### src/rtl/seq_pattern_det.sv
// Programmable serial pattern detector with a registered one-cycle match pulse.
// Define SEQ_PATTERN_DET_MATCH_CNT_EN to build the saturating match counter.
//
// fill value  | meaning
// 0..PAT_W-2  | collecting fresh history, no match possible on next bit
// PAT_W-1     | armed: the next accepted bit can complete a match
// PAT_W       | full window (steady state in overlapping mode)
// > PAT_W     | unreachable; recovers to 0 on the next edge
module seq_pattern_det #(
  parameter int               PAT_W   = 6,
  parameter logic [PAT_W-1:0] PAT_RST = 6'b110111,
  parameter int               CNT_W   = 8,
  parameter int               FILL_W  = $clog2(PAT_W + 1)
) (
  input  logic              clk,
  input  logic              clr_n,
  input  logic              din_vld,
  input  logic              din,
  input  logic              pat_ld,
  input  logic [PAT_W-1:0]  pat_in,
  input  logic              ovl_en,
  output logic              dout,
  output logic [FILL_W-1:0] fill,
  output logic [CNT_W-1:0]  match_cnt
);

  localparam logic [FILL_W-1:0] FILL_FULL = FILL_W'(PAT_W);
  localparam logic [FILL_W-1:0] FILL_ARM  = FILL_W'(PAT_W - 1);

  // Only PAT_W-1 history bits are kept: the oldest bit is shifted out before it can be compared.
  logic [PAT_W-2:0]  hist_q, hist_d;
  logic [PAT_W-1:0]  pat_q, pat_d, window;
  logic [FILL_W-1:0] fill_q, fill_d;
  logic              dout_q, dout_d;
  logic              fill_bad, hit;

  assign window   = {hist_q, din};
  assign fill_bad = (fill_q > FILL_FULL);
  assign hit      = din_vld && !pat_ld && !fill_bad &&
                    (fill_q >= FILL_ARM) && (window == pat_q);

  always_ff @(posedge clk or negedge clr_n) begin
    if (!clr_n) begin
      pat_q  <= PAT_RST;
      hist_q <= '0;
      fill_q <= '0;
      dout_q <= 1'b0;
    end else begin
      pat_q  <= pat_d;
      hist_q <= hist_d;
      fill_q <= fill_d;
      dout_q <= dout_d;
    end
  end

  always_comb begin
    pat_d  = pat_q;
    hist_d = hist_q;
    fill_d = fill_q;
    dout_d = 1'b0;
    if (pat_ld) begin
      pat_d  = pat_in;
      fill_d = '0;
    end else begin
      if (din_vld) begin
        hist_d = window[PAT_W-2:0];
        if (hit) begin
          dout_d = 1'b1;
          fill_d = ovl_en ? FILL_FULL : '0;
        end else if (fill_q < FILL_FULL) begin
          fill_d = fill_q + FILL_W'(1);
        end
      end
      if (fill_bad)
        fill_d = '0;
    end
  end

  assign dout = dout_q;
  assign fill = fill_q;

`ifdef SEQ_PATTERN_DET_MATCH_CNT_EN
  logic [CNT_W-1:0] cnt_q;

  always_ff @(posedge clk or negedge clr_n) begin
    if (!clr_n)
      cnt_q <= '0;
    else if (pat_ld)
      cnt_q <= '0;
    else if (hit && (cnt_q != {CNT_W{1'b1}}))
      cnt_q <= cnt_q + CNT_W'(1);
  end

  assign match_cnt = cnt_q;
`else
  assign match_cnt = '0;
`endif

endmodule

### config.mk
export PLATFORM = sky130hd
export DESIGN_NAME = seq_pattern_det
export DESIGN_NICKNAME = d
export VERILOG_FILES = /design/src/rtl/seq_pattern_det.sv
export SDC_FILE = /design/constraint.sdc
export NUM_CORES = 1
export LEC_CHECK = 0
export ABC_AREA = 1
export CAP_MARGIN = 25
export CORE_MARGIN = 3
export CORE_UTILIZATION = 40
export CTS_BUF_LIST = sky130_fd_sc_hd__clkbuf_8 sky130_fd_sc_hd__clkbuf_16
export DETAILED_ROUTE_END_ITERATION = 7
export DONT_BUFFER_PORTS = 1
export GPL_TIMING_DRIVEN = 0
export SETUP_SLACK_MARGIN = 0.3
export SLEW_MARGIN = 10
export SYNTH_ARGS = -nofsm -noshare
export SYNTH_HDL_FRONTEND = slang
export SYNTH_SLANG_ARGS = --single-unit
export TNS_END_PERCENT = 5
### constraint.sdc
create_clock -name clk -period 2.8 [get_ports clk]
set_input_delay 0.42 -clock clk [delete_from_list [all_inputs] [get_ports clk]]
set_output_delay 0.42 -clock clk [all_outputs]
set_load 0.005 [all_outputs]
==> results.json <==
{
  "fin_crit_sh": 0.573,
  "placed_cells": 180,
  "path_cells": "inv_1 -> ha_1 -> nand2_1 -> nand2_1 -> nand2_1 -> nor2_1 -> nand4_1 -> nand3_1 -> nand2_1 -> nand2_1 -> nand2_1",
  "slew_viol_final": 0,
  "htree_num_levels": 1,
  "ys_warn_count": 0,
  "grt.total_usage": 0.142,
  "multi_input_area_sq_um": 457,
  "clkPwrFrac": 0.288,
  "vias": 828,
  "power_frac_seq": 0.485,
  "hold_viol_final": 0,
  "viasPerCell": 4.43,
  "die_h_um": 55.1,
  "antenna_found_initial": 0,
  "syn_avg_cell_area_sq_um": 6.66,
  "layout.cells.most_common": "nand2_1",
  "skew_ns": 0.00102,
  "final_cell_mix": "55 x nand2_1, 23 x inv_1, 16 x nor2_1",
  "dpl_cell_area_sq_um": 1030,
  "cts_setup_buffers": 0,
  "drc": 0,
  "utilization": 0.489,
  "design_area_sq_um": 1100,
  "combPwrFrac": 0.227,
  "first_iter_violations": 28,
  "grt_pass1_wl_um": 3080,
  "io_pins": 24,
  "slowest_delay_ns": 0.47,
  "initial_core_util": 0.428,
  "yosys.cell_types.count": 18,
  "cp_common_cell": "nand2_1",
  "drtAntennaViolNets": 0,
  "synth_seq_cells": 15,
  "netlist_area_sq_um": 966,
  "drive_gt1_frac": 0.126,
  "clk_latency_ns": 0.24,
  "cap_violations": 0,
  "p_int_w": 0.000398,
  "whs_path_depth": 1,
  "reg2reg_slack_ns": 1.20,
  "dpl.hpwl_um": 1450,
  "dr.pass1.iters": 4,
  "power.density_nw_per_um2": 515,
  "hold_end": "pat_q[5]",
  "arrival_ns": 1.74,
  "cp_slowest_cell": "dfrtp_1",
  "coreArea_sq_um": 2250,
  "r2r_start": "fill[1]",
  "post-route-min-period_ns": 1.60,
  "clock_path_buffers": 2,
  "p_sw_frac": 0.300,
  "area_growth_pct": 14.1,
  "io_buffers": 0,
  "final-setup-viol-count": 0,
  "fin_cells": 187,
  "critPathKind": "flip-flop to flip-flop",
  "fmax_mhz": 624,
  "fp-row-count": 17,
  "fin_nets": 175,
  "p_sw_w": 0.000170,
  "cts_tree": "built",
  "clk_pin_slew_worst_paths_ns": 0.06,
  "place.gp.congestion": 0.808,
  "rsz0062_at_grt": "no",
  "peakVddDrop_mv": 0.448,
  "overflow": 0,
  "totalWireLength_um": 1860,
  "critPathMaxFanout": 7,
  "grt_pass1_vias": 752,
  "rr_worst_depth": 11,
  "ys_seq_area_frac": 0.395,
  "regArea_sq_um": 382,
  "tns_ns": 0,
  "cts_sinks": 15,
  "min_path_type": "primary input to flip-flop",
  "outcome": "complete, no violations",
  "reg2reg_to": "fill[1]",
  "antennaDiodeCount": 0,
  "min_from": "pat_ld",
  "grt_max_degree": 11,
  "startpoint_type": "flip-flop",
  "die_width_um": 55.1,
  "cts_buffers": 3,
  "p_leak_nw": 0.635,
  "required_ns": 2.93,
  "endpoint_kind": "flip-flop",
  "synthCells": 145,
  "fillers": 231,
  "fp.dieArea_sq_um": 3040,
  "detail_route.wl_per_cell_um": 9.97,
  "cts-root-buf": "clkbuf_8"
}
cells in the mapped netlist:
cell,instances,share of area
nand2_1,55,0.21
inv_1,22,0.085
nor2_1,16,0.062
o21ai_0,11,0.057
dfrtp_1,10,0.26
buf_4,8,0.062
dfstp_2,5,0.14
nand3_1,4,0.021
ha_1,3,0.039
clkbuf_1,2,0.0078
nand2_2,2,0.013
and3_1,1,0.0065
conb_1,1,0.0039
inv_2,1,0.0039
nand3b_1,1,0.0078
nand4_1,1,0.0065
nor2_2,1,0.0065
xor2_1,1,0.0091
state kept, by name, indices dropped and copies added, names as in the netlist:
register,count
pat_q,6
hist_q,5
fill,3
dout,1
layer usage:
metal | wire length (um) | global-route usage | up-vias
met5 | 0 | 0 | -
met4 | 5 | 0.0243 | 0
met3 | 143 | 0.0563 | 2
met2 | 829 | 0.226 | 20
met1 | 886 | 0.182 | 364
li1 | - | - | 442
metrics by stage:
step | hold WS [ns] | setup WS [ns] | total power (W)
after floorplan | 0.124 | 1.40 | 0.000376
after global placement | 0.125 | 1.24 | 0.000398
after detailed placement | 0.125 | 1.21 | 0.000401
after CTS | 0.0101 | 1.19 | 0.000572
after global routing | 0.248 | 0.966 | 0.000620
final | 0.247 | 1.20 | 0.000568
cells by family (layout without fill, tap and decap cells):
group / count (synthesis) / in the layout / share of synthesized area
buf+inv: 33 / 40 / 0.159
simple gates: 81 / 81 / 0.337
compound gates: 11 / 11 / 0.0570
other cells: 1 / 8 / 0.00388
fa+ha+maj: 3 / 3 / 0.0389
flops: 15 / 15 / 0.395
xor+xnor: 1 / 1 / 0.00907
area by class of cell:
cell class,count,area share
Clock inverter,1,0.00341
Inverter,23,0.0783
Tap cell,28,0.0318
Timing Repair Buffer,3,0.0272
Sequential cell,15,0.346
Buffer,10,0.0613
Multi-Input combinational cell,104,0.414
Clock buffer,3,0.0375
worst max path at each step:
stage,start,endpoint,slack (ns),cells after the start
final,fill[1],fill[1],1.20,11
after floorplan,fill[1],fill[2],1.40,11
after CTS,fill[1],fill[1],1.19,11
after global routing,fill[1],fill[1],0.97,11
after detailed placement,fill[1],fill[1],1.21,11
after global placement,fill[1],fill[1],1.24,11
power by group through the flow:
| stage | Combinational, W | Clock, W | Sequential (W) |
|---|---|---|---|
| 2_1_floorplan | 0.000104 | 0 | 0.000273 |
| 3_3_place_gp | 0.000120 | 0 | 0.000278 |
| 3_5_place_dp | 0.000122 | 0 | 0.000279 |
| 4_1_cts | 0.000127 | 0.000170 | 0.000275 |
| 5_1_grt | 0.000155 | 0.000186 | 0.000280 |
| 6_report | 0.000129 | 0.000164 | 0.000275 |
worst max-delay path: cells and delay by family, from the launching register on:
family,cells,cell delay [ns]
adders and majority gates,1,0.16
buffers and inverters,1,0.11
DFF,1,0.47
and+or+nand+nor,9,0.75
repair_timing:
action	CTS	global route
hold buffers	1	2
endpoints found under the hold margin	10	4
gates resized for setup	0	0
No activity file was read; power rests on OpenSTA's default activity.
